$ cat config.mk
export PLATFORM = sky130hd
export DESIGN_NAME = key_event_tracker
export DESIGN_NICKNAME = d
export VERILOG_FILES = /design/src/rtl/key_pkg.sv /design/src/rtl/key_event_arbiter.sv /design/src/rtl/key_event_tracker.sv
export SDC_FILE = /design/constraint.sdc
export NUM_CORES = 1
export LEC_CHECK = 0
export CORE_MARGIN = 10
export CORE_UTILIZATION = 49
export DETAILED_ROUTE_END_ITERATION = 7
export PLACE_DENSITY_LB_ADDON = 0.2
export SETUP_SLACK_MARGIN = 0.02
export SLEW_MARGIN = 20
export SYNTH_ARGS = -nofsm -noshare
export SYNTH_HDL_FRONTEND = slang
export SYNTH_SLANG_ARGS = --single-unit
$ cat constraint.sdc
create_clock -name Clk -period 2.8 [get_ports Clk]
set_input_delay 0.42 -clock Clk [delete_from_list [all_inputs] [get_ports Clk]]
set_output_delay 0.42 -clock Clk [all_outputs]
set_load 0.03 [all_outputs]
$ cat src/rtl/key_pkg.sv
// Game-key table and event encoding shared by the keyboard front end and its arbiter.
// Pure definitions: no latency, no backpressure.
package key_pkg;
    localparam int KEY_MAX = 10;

    typedef enum logic [1:0] {
        EVT_PRESS   = 2'd0,
        EVT_RELEASE = 2'd1,
        EVT_REPEAT  = 2'd2
    } evt_t;

    // Index 0 (W) sits in the least significant byte.
    localparam logic [8*KEY_MAX-1:0] KEY_TABLE = {
        8'h2C, 8'h51, 8'h4F, 8'h50, 8'h52, 8'h08, 8'h07, 8'h16, 8'h04, 8'h1A
    };

    function automatic logic [7:0] key_code(input int unsigned k);
        return KEY_TABLE[8*k +: 8];
    endfunction
endpackage

$ cat src/rtl/key_event_arbiter.sv
// Picks the lowest pending key (PRESS > REPEAT > RELEASE) into a registered valid/ready slot; 1-cycle load.
// Backpressure: while valid & !ready the slot holds and nothing is cleared, so events stay pending upstream.
module key_event_arbiter
    import key_pkg::*;
#(
    parameter int NUM_KEYS = 10,
    parameter int KW       = 4
) (
    input  logic                clk_i,
    input  logic                rst_i,
    input  logic [NUM_KEYS-1:0] pend_press_i,
    input  logic [NUM_KEYS-1:0] pend_release_i,
    input  logic [NUM_KEYS-1:0] pend_repeat_i,
    input  logic                evt_ready_i,
    output logic                evt_valid_o,
    output logic [KW-1:0]       evt_key_o,
    output logic [1:0]          evt_type_o,
    output logic [NUM_KEYS-1:0] clr_press_o,
    output logic [NUM_KEYS-1:0] clr_release_o,
    output logic [NUM_KEYS-1:0] clr_repeat_o
);
    logic                valid_q;
    logic [KW-1:0]       key_q;
    evt_t                type_q;
    logic                found;
    logic                load;
    logic [KW-1:0]       sel_key;
    evt_t                sel_type;
    logic [NUM_KEYS-1:0] sel_oh;

    assign load = !valid_q || evt_ready_i;

    // Descending scan so the lowest pending index is the last one to win.
    always_comb begin
        found    = 1'b0;
        sel_key  = '0;
        sel_type = EVT_PRESS;
        sel_oh   = '0;
        for (int k = NUM_KEYS-1; k >= 0; k--) begin
            if (pend_press_i[k] || pend_release_i[k] || pend_repeat_i[k]) begin
                found     = 1'b1;
                sel_key   = KW'(k);
                sel_oh    = '0;
                sel_oh[k] = 1'b1;
                if (pend_press_i[k])       sel_type = EVT_PRESS;
                else if (pend_repeat_i[k]) sel_type = EVT_REPEAT;
                else                       sel_type = EVT_RELEASE;
            end
        end
    end

    always_comb begin
        clr_press_o   = '0;
        clr_release_o = '0;
        clr_repeat_o  = '0;
        if (load && found) begin
            case (sel_type)
                EVT_PRESS:   clr_press_o   = sel_oh;
                EVT_REPEAT:  clr_repeat_o  = sel_oh;
                default:     clr_release_o = sel_oh;
            endcase
        end
    end

    always_ff @(posedge clk_i) begin
        if (rst_i) begin
            valid_q <= 1'b0;
            key_q   <= '0;
            type_q  <= EVT_PRESS;
        end else if (load) begin
            valid_q <= found;
            if (found) begin
                key_q  <= sel_key;
                type_q <= sel_type;
            end
        end
    end

    assign evt_valid_o = valid_q;
    assign evt_key_o   = key_q;
    assign evt_type_o  = type_q;
endmodule

$ cat src/rtl/key_event_tracker.sv
// Keycode matcher with held state, press/release pulses and a queued event port; strobe->event in 2 cycles.
// Backpressure: stalled events accumulate as per-key pending bits; re-setting one marks evt_overflow. Option: KEY_REPEAT_EN.
module key_event_tracker
    import key_pkg::*;
#(
    parameter int NUM_SLOTS     = 4,
    parameter int NUM_KEYS      = 10,
    parameter int REPEAT_DELAY  = 30,
    parameter int REPEAT_PERIOD = 6
) (
    input  logic                        Clk,
    input  logic                        Reset,
    input  logic [8*NUM_SLOTS-1:0]      keycode,
    input  logic                        sample_strobe,
    output logic [NUM_KEYS-1:0]         key_down,
    output logic [NUM_KEYS-1:0]         key_press,
    output logic [NUM_KEYS-1:0]         key_release,
    output logic                        evt_valid,
    input  logic                        evt_ready,
    output logic [$clog2(NUM_KEYS)-1:0] evt_key,
    output logic [1:0]                  evt_type,
    output logic                        evt_overflow
);
    localparam int KW = $clog2(NUM_KEYS);

    if (NUM_KEYS > KEY_MAX || NUM_KEYS < 2 || REPEAT_DELAY < 1 || REPEAT_PERIOD < 1) begin : g_bad_cfg
        $error("key_event_tracker: unsupported parameter set");
    end

    logic [NUM_KEYS-1:0] hit;
    logic [NUM_KEYS-1:0] down_q, press_q, release_q, rpt_q;
    logic [NUM_KEYS-1:0] pend_p_q, pend_r_q, pend_t_q;
    logic [NUM_KEYS-1:0] pend_p_d, pend_r_d, pend_t_d;
    logic [NUM_KEYS-1:0] clr_p, clr_r, clr_t;
    logic                ovf_q, ovf_d;

    always_comb begin
        hit = '0;
        for (int k = 0; k < NUM_KEYS; k++) begin
            for (int s = 0; s < NUM_SLOTS; s++) begin
                if (keycode[8*s +: 8] != 8'h00 && keycode[8*s +: 8] == key_code(k))
                    hit[k] = 1'b1;
            end
        end
    end

    always_ff @(posedge Clk) begin
        if (Reset) begin
            down_q    <= '0;
            press_q   <= '0;
            release_q <= '0;
        end else begin
            press_q   <= sample_strobe ? (hit & ~down_q) : '0;
            release_q <= sample_strobe ? (~hit & down_q) : '0;
            if (sample_strobe) down_q <= hit;
        end
    end

`ifdef KEY_REPEAT_EN
    localparam int CW = $clog2(REPEAT_DELAY + REPEAT_PERIOD + 1);
    logic [CW-1:0]       cnt_q [NUM_KEYS];
    logic [CW-1:0]       cnt_d [NUM_KEYS];
    logic [NUM_KEYS-1:0] rpt_d;
    logic [CW-1:0]       nxt;

    // Count includes the press strobe; on reaching DELAY+PERIOD it rewinds to DELAY.
    always_comb begin
        rpt_d = '0;
        nxt   = '0;
        for (int k = 0; k < NUM_KEYS; k++) begin
            cnt_d[k] = cnt_q[k];
            if (sample_strobe) begin
                if (hit[k]) begin
                    nxt = down_q[k] ? cnt_q[k] + CW'(1) : CW'(1);
                    if (nxt == CW'(REPEAT_DELAY)) rpt_d[k] = 1'b1;
                    if (nxt == CW'(REPEAT_DELAY + REPEAT_PERIOD)) begin
                        rpt_d[k] = 1'b1;
                        nxt      = CW'(REPEAT_DELAY);
                    end
                    cnt_d[k] = nxt;
                end else begin
                    cnt_d[k] = '0;
                end
            end
        end
    end

    always_ff @(posedge Clk) begin
        if (Reset) begin
            rpt_q <= '0;
            for (int k = 0; k < NUM_KEYS; k++) cnt_q[k] <= '0;
        end else begin
            rpt_q <= rpt_d;
            for (int k = 0; k < NUM_KEYS; k++) cnt_q[k] <= cnt_d[k];
        end
    end
`else
    assign rpt_q = '0;
`endif

    // A bit set while already pending and not being drained is the only lossy case.
    always_comb begin
        pend_p_d = (pend_p_q & press_q)   | ((pend_p_q | press_q)   & ~clr_p);
        pend_r_d = (pend_r_q & release_q) | ((pend_r_q | release_q) & ~clr_r);
        pend_t_d = (pend_t_q & rpt_q)     | ((pend_t_q | rpt_q)     & ~clr_t);
        ovf_d    = ovf_q
                 | (|(pend_p_q & press_q & ~clr_p))
                 | (|(pend_r_q & release_q & ~clr_r))
                 | (|(pend_t_q & rpt_q & ~clr_t));
    end

    always_ff @(posedge Clk) begin
        if (Reset) begin
            pend_p_q <= '0;
            pend_r_q <= '0;
            pend_t_q <= '0;
            ovf_q    <= 1'b0;
        end else begin
            pend_p_q <= pend_p_d;
            pend_r_q <= pend_r_d;
            pend_t_q <= pend_t_d;
            ovf_q    <= ovf_d;
        end
    end

    key_event_arbiter #(
        .NUM_KEYS (NUM_KEYS),
        .KW       (KW)
    ) u_arb (
        .clk_i          (Clk),
        .rst_i          (Reset),
        .pend_press_i   (pend_p_q | press_q),
        .pend_release_i (pend_r_q | release_q),
        .pend_repeat_i  (pend_t_q | rpt_q),
        .evt_ready_i    (evt_ready),
        .evt_valid_o    (evt_valid),
        .evt_key_o      (evt_key),
        .evt_type_o     (evt_type),
        .clr_press_o    (clr_p),
        .clr_release_o  (clr_r),
        .clr_repeat_o   (clr_t)
    );

    assign key_down     = down_q;
    assign key_press    = press_q;
    assign key_release  = release_q;
    assign evt_overflow = ovf_q;
endmodule
# After elaboration in Yosys (flattened, before gate mapping)
# Index checks and enable logic that the tools add are counted.
# word_totals
register_bits	68
inputBits	36
output_inout_bits	38
wordCells	251
# classes
n_eq_ne	41
mux	106
n_bitwise	21
n_reduce_logical	73
# ops
op	n
10-bit two-way mux	16
8-bit by 7-bit == test with 1-bit output (second input constant)	16
10-bit bitwise AND	9
8-bit by 3-bit == test with 1-bit output (second input constant)	8
8-bit by 5-bit == test with 1-bit output (second input constant)	8
2-bit two-way mux	30
1-bit two-way mux	50
10-bit NOT	5
1-bit logical AND	41
4-bit two-way mux	10
10-bit OR	4
8-bit by 4-bit == test with 1-bit output (second input constant)	4
8-bit by 6-bit == test with 1-bit output (second input constant)	4
8-bit nonzero test	4
1-bit logical OR	21
10-bit OR reduction	2
2-bit OR reduction	2
2-bit == test (second input constant)	1
2-bit zero test	1
1-bit OR	2
2-bit AND reduction	1
1-bit zero test	1
1-bit NOT	1

# Longest topological paths before layout
# depth
word_depth	21
mapped_depth	9
ltp_nobuf	8

# Hierarchy
# Synthesis repeated with hierarchy kept, for this count alone.
# hier_totals
cells_unflattened	488
hier_area_um2	3860.0
# modules_own_cells
mod	n_inst	cells_per_inst	area_per_inst_um2	seq_area_each_um2
key_event_tracker	1	339	2916.5	1221.2
key_event_arbiter	1	149	943.4	140.1

# Least setup slack after synthesis
# OpenSTA, ideal clock, no wires.
# synth_path
kind	register -> register
from	register press_q[0] (netlist: key_press[0])
to	register ovf_q (netlist: evt_overflow)
setup_ns	0.129
arrival_time_ns	2.188
required_time_ns	2.671
setup_slack_ns	0.483
path_stages_with_launch	9
n_path_buf	0
synth_period_minus_slack_ns	2.317
cell_sequence	dfxtp_1 > nor3_4 > nand3_4 > nor4_4 > nor3b_4 > a21oi_1 > a211o_1 > nor4_2 > a31oi_1
# synth_via
elab_chain_cells	12
word_cells_on_any_way	24
cone_classes	eq/ne (1); mux (8); bitwise (8); reduce/logical (7)
# synth_rtl
item	line_no	source
start, declared	key_event_tracker.sv:31	logic [NUM_KEYS-1:0] down_q, press_q, release_q, rpt_q;
start signal, assigned	key_event_tracker.sv:53	press_q <= sample_strobe ? (hit & ~down_q) : '0;
10-bit OR	key_event_tracker.sv:132	.pend_press_i (pend_p_q | press_q),
1-bit logical OR (2 in series)	key_event_arbiter.sv:40	if (pend_press_i[k] || pend_release_i[k] || pend_repeat_i[k]) begin
2-bit two-way mux	key_event_arbiter.sv:40	
2-bit == test or 2-bit zero test (tied branches)	key_event_arbiter.sv:57	case (sel_type)
2-bit OR reduction (no source line) or 10-bit two-way mux (tied branches)	n/a	
10-bit two-way mux, on equally long branches	key_event_arbiter.sv:57, key_event_arbiter.sv:56	
10-bit two-way mux or 10-bit NOT (tied branches)	key_event_arbiter.sv:56, key_event_tracker.sv:107	
10-bit NOT or 10-bit bitwise AND (tied branches)	key_event_tracker.sv:108, key_event_tracker.sv:107	
10-bit bitwise AND or 10-bit OR reduction (tied branches)	key_event_tracker.sv:108, key_event_tracker.sv:107	
10-bit OR reduction or 1-bit OR (tied branches)	key_event_tracker.sv:108, key_event_tracker.sv:107	
1-bit OR *	key_event_tracker.sv:108	| (|(pend_r_q & release_q & ~clr_r))
end signal, assigned	key_event_tracker.sv:122	ovf_q <= ovf_d;
end, declared	key_event_tracker.sv:35	logic ovf_q, ovf_d;
# Mark *: on every way between the ends. The rest lies on a longest branch, timed or not.
# A chain may end at the register's enable or synchronous reset.

# Final worst setup path
# layout_path
from	register pend_t_q[9]
to	register pend_r_q[0]
# layout_via
elab_chain_cells	19
word_cells_on_any_way	32
cone_classes	eq/ne (1); mux (24); bitwise (3); reduce/logical (4)
# layout_rtl
item	line_no	source
start, declared	key_event_tracker.sv:32	logic [NUM_KEYS-1:0] pend_p_q, pend_r_q, pend_t_q;
start signal, assigned	key_event_tracker.sv:121	pend_t_q <= pend_t_d;
2-bit two-way mux	key_event_arbiter.sv:46	else if (pend_repeat_i[k]) sel_type = EVT_REPEAT;
2-bit two-way mux	key_event_arbiter.sv:45	if (pend_press_i[k]) sel_type = EVT_PRESS;
2-bit two-way mux (10 in series)	key_event_arbiter.sv:40	
2-bit == test or 2-bit zero test (tied branches)	key_event_arbiter.sv:57	
2-bit OR reduction (no source line)	n/a	
10-bit two-way mux	key_event_arbiter.sv:57	
10-bit two-way mux *	key_event_arbiter.sv:56	if (load && found) begin
10-bit NOT *	key_event_tracker.sv:104	pend_r_d = (pend_r_q & release_q) | ((pend_r_q | release_q) & ~clr_r);
10-bit bitwise AND *	key_event_tracker.sv:104	
10-bit OR *	key_event_tracker.sv:104	
end signal, assigned	key_event_tracker.sv:120	pend_r_q <= pend_r_d;
end, declared	key_event_tracker.sv:32	
# Marked as above.

==> run_results.csv <==
group,metric,value,unit
final_layout,nNetsFinal,615,
yosys,synthesis.area,3860,um^2
power,switchingPower,0.811,mW
yosys,ys_ff_latch,68,
sta,grt_setup_unrepaired,"false",
clock_tree,cts_buffers,9,
final_layout,antenna_cells,0,
critical_path,cpMaxStageDelayCell,"o41ai_1",
global_routing,track_usage,0.214,
floorplan,die_h,109,um
place,place.gp.congestion,0.969,
detailed_routing,drtIter0Drc,366,
yosys,synth_edf_count,0,
critical_path,cp-end-kind,"flop",
global_routing,grt-ovfl-total,0,
yosys,yosysTopAreaCell,"dfxtp_1",
yosys,synthAdderAreaFrac,0.0311,
yosys,yosysWarnings,0,
final_layout,area_growth,30.6,%
power,pwr_density_cell,491,nW/um^2
critical_path,arrival,2850,ps
power,leakagePower,1.87,nW
power,pwr-share-comb,0.242,
yosys,yosys-top-cells-count,"dfxtp_1, nand2_1, nor2_1",
sta,setup_viol,0,
clock_tree,clock_latency,360,ps
sta,report.final.slew_viol_count,0,
sta,tightest_slew,807,ps
yosys,synth-async-reset-ratio,0,
sta,fin_crit,2610,ps
yosys,synth_top_family_by_area,"simple AND/OR/NAND/NOR gates",
power,p_int,1.67,mW
floorplan,die_area,11800,um^2
yosys,synth-simple-area-share,0.384,
floorplan,rows,32,
floorplan,ios,74,
detailed_routing,avgRoutedWirePerCell,18.3,um
yosys,yosys-mux-area-fraction,0.00259,
power,power,2.48,mW
final_layout,drive_gt1_frac,0.120,
detailed_routing,vias,4100,
critical_path,crit_chain,"o41ai_1 > a21oi_1 > o21bai_4 > and2_1 > buf_4 > nand2_1 > maj3_1 > nor2b_1",
clock_tree,cts_root_buffer,"clkbuf_8",
clock_tree,htreeDepth,3,
yosys,ys_types,71,
yosys,yosysSeqAreaShare,0.352,
yosys,syn_avg_cell_area,8.02,um^2
power,ir_drop,0.255,mV
critical_path,cpLargestDelayFamily,"compound AO/OA/AOI/OAI gates",
sta,max_freq,383,MHz
min_path,hold_class,"reg -> reg",
final_layout,final_cell_count_no_fill,686,
floorplan,die_w,109,um
sta,period_share,0.934,
power,p_seq_frac,0.409,
sta,fin_skew,13.7,ps
place,placed_cells,670,
sta,tns,0,ps
clock_tree,hold_buffers,0,
detailed_routing,firstDrtPassIters,6,
yosys,synthCells,482,
clock_tree,cts_setup_buffers,0,
global_routing,grt_max_degree,44,
place,dp_slack,-8.74,ps
yosys,netlist.area_leader.share,0.352,
floorplan,start_util,0.503,
clock_tree,clk_pin_slew_worst_paths,90,ps
floorplan,core_area,7690,um^2
outcome,outcome,"completed",
critical_path,crit_path_start_kind,"flop",
yosys,synth_compound_area_frac,0.197,
detailed_routing,ant_nets,0,
power,p_clk_frac,0.349,
global_routing,grt_pass1_vias,3838,
clock_tree,clockBufferDepth,2,
yosys,synthXorXnorAreaFrac,0,
detailed_routing,drt_wl_total,12500,um
detailed_routing,drc,0,
yosys,synth_nets,518,
clock_tree,clock_sinks,68,
sta,worst_slack,186,ps
global_routing,grt_pass1_wl,20000,um
yosys,yosys-top-cells-area,"dfxtp_1, nand2_1, nor2_1",
sta,slew_headroom,0.461,
sta,final-hold-violation-count,0,
detailed_routing,post_drt_via_cell_ratio,5.98,
sta,fin_hold_ws,453,ps
flow_run,max_cap_viol_count,0,
critical_path,worst-path-buf-inv,1,
critical_path,cp_max_fo,14,
critical_path,cp_slowest_stage_delay,490,ps
place,dpl.hpwl,9750,um
place,portBuffers,73,
critical_path,crit_type,"reg -> reg",
yosys,synth-main-ff-cell,"dfxtp_1",
critical_path,cp_data_required_time,3040,ps
global_routing,antenna_found_initial,0,
clock_tree,cts_tree,"yes",
yosys,yosys.cell_count.top_type,"dfxtp_1",
power,swShare,0.327,
[cell type report]
class                   count  area [um^2]
flip-flops and latches     68         1360
clock inverters             7         82.6
multi-input cells         388         2370
inverters                  12         45.0
fillers                   693         2640
well taps                 102          128
clock buffers               9          124
repair buffers            100          933
[routing by layer]
metal / GRT usage / share of wire / vias up
met1: 0.282 / 0.45 / 1904
met2: 0.328 / 0.44 / 188
met3: 0.0566 / 0.080 / 25
met5: 0 / 0 / -
met4: 0.0810 / 0.024 / 0
li1: - / - / 1983
[layout by cell type, fill, tap and decap left out, types with 8 or more instances in the layout]
cell type	Yosys	layout
nand3_1	13	13
nor3_1	29	29
dfxtp_1	68	68
and3_1	12	12
nand2b_1	13	13
buf_4	0	27
a21oi_1	36	36
nor2b_1	19	19
nand4_1	8	8
o21ai_0	11	11
clkdlybuf4s50_1	0	73
nor2_1	55	55
nand2_1	58	58
inv_1	12	12
clkbuf_8	1	9
maj3_1	12	12
nor4_1	12	12
a211oi_1	14	14
[worst paths after layout]
path | from | end | slack, ps | depth (start not counted)
worst max-delay path | pend_t_q[9]$_SDFF_PP0_ | pend_r_q[0]$_SDFF_PP0_ | 190 | 8
worst min-delay path | u_arb.evt_key_o[0]$_SDFFE_PP0P_ | u_arb.evt_key_o[0]$_SDFFE_PP0P_ | 450 | 2
worst max register to register | pend_t_q[9]$_SDFF_PP0_ | pend_r_q[0]$_SDFF_PP0_ | 190 | 8
worst min register to register | u_arb.evt_key_o[0]$_SDFFE_PP0P_ | u_arb.evt_key_o[0]$_SDFFE_PP0P_ | 450 | 2
[through the flow]
stage               utilization  instance area (um^2)
global route              0.657                  5050
floorplan                     -                  3860
CTS                       0.657                  5050
global placement          0.630                  4840
detailed placement        0.630                  4840
finish                    0.657                  5050
[sequential cells by signal, indices dropped and copies added, names as in the netlist, 2 cells and up]
name,flops
pend_p_q,10
key_press,10
u_arb.evt_key_o,4
pend_t_q,10
pend_r_q,10
key_release,10
key_down,10
u_arb.evt_type_o,2
[timing repair]
action                                 in CTS  in global routing
setup endpoints to repair                   0                  3
endpoints found under the hold margin       0                  0
resized for setup                           0                  1
[worst reg2reg max path: stages, from the launching register on]
cell and delay, ps:
dfxtp_1 350, o41ai_1 490, a21oi_1 220, o21bai_4 390
and2_1 280, buf_4 180, nand2_1 80, maj3_1 350
nor2b_1 130
[power by group through the flow]
stage                     clock (mW)  combinational (mW)  sequential [mW]
after floorplan                    0               0.311             1.08
after global placement             0               0.584             1.04
after detailed placement           0               0.589             1.04
after CTS                      0.875               0.592             1.01
after global routing           0.917               0.646             1.02
final                          0.866               0.601             1.01
[kinds of logic after synthesis]
logic type,Yosys count
compound gates,110
fa+ha+maj,12
buf+inv,26
flops,68
mux,1
simple gates,265
Note: power is estimated with default switching activity, not from simulation.
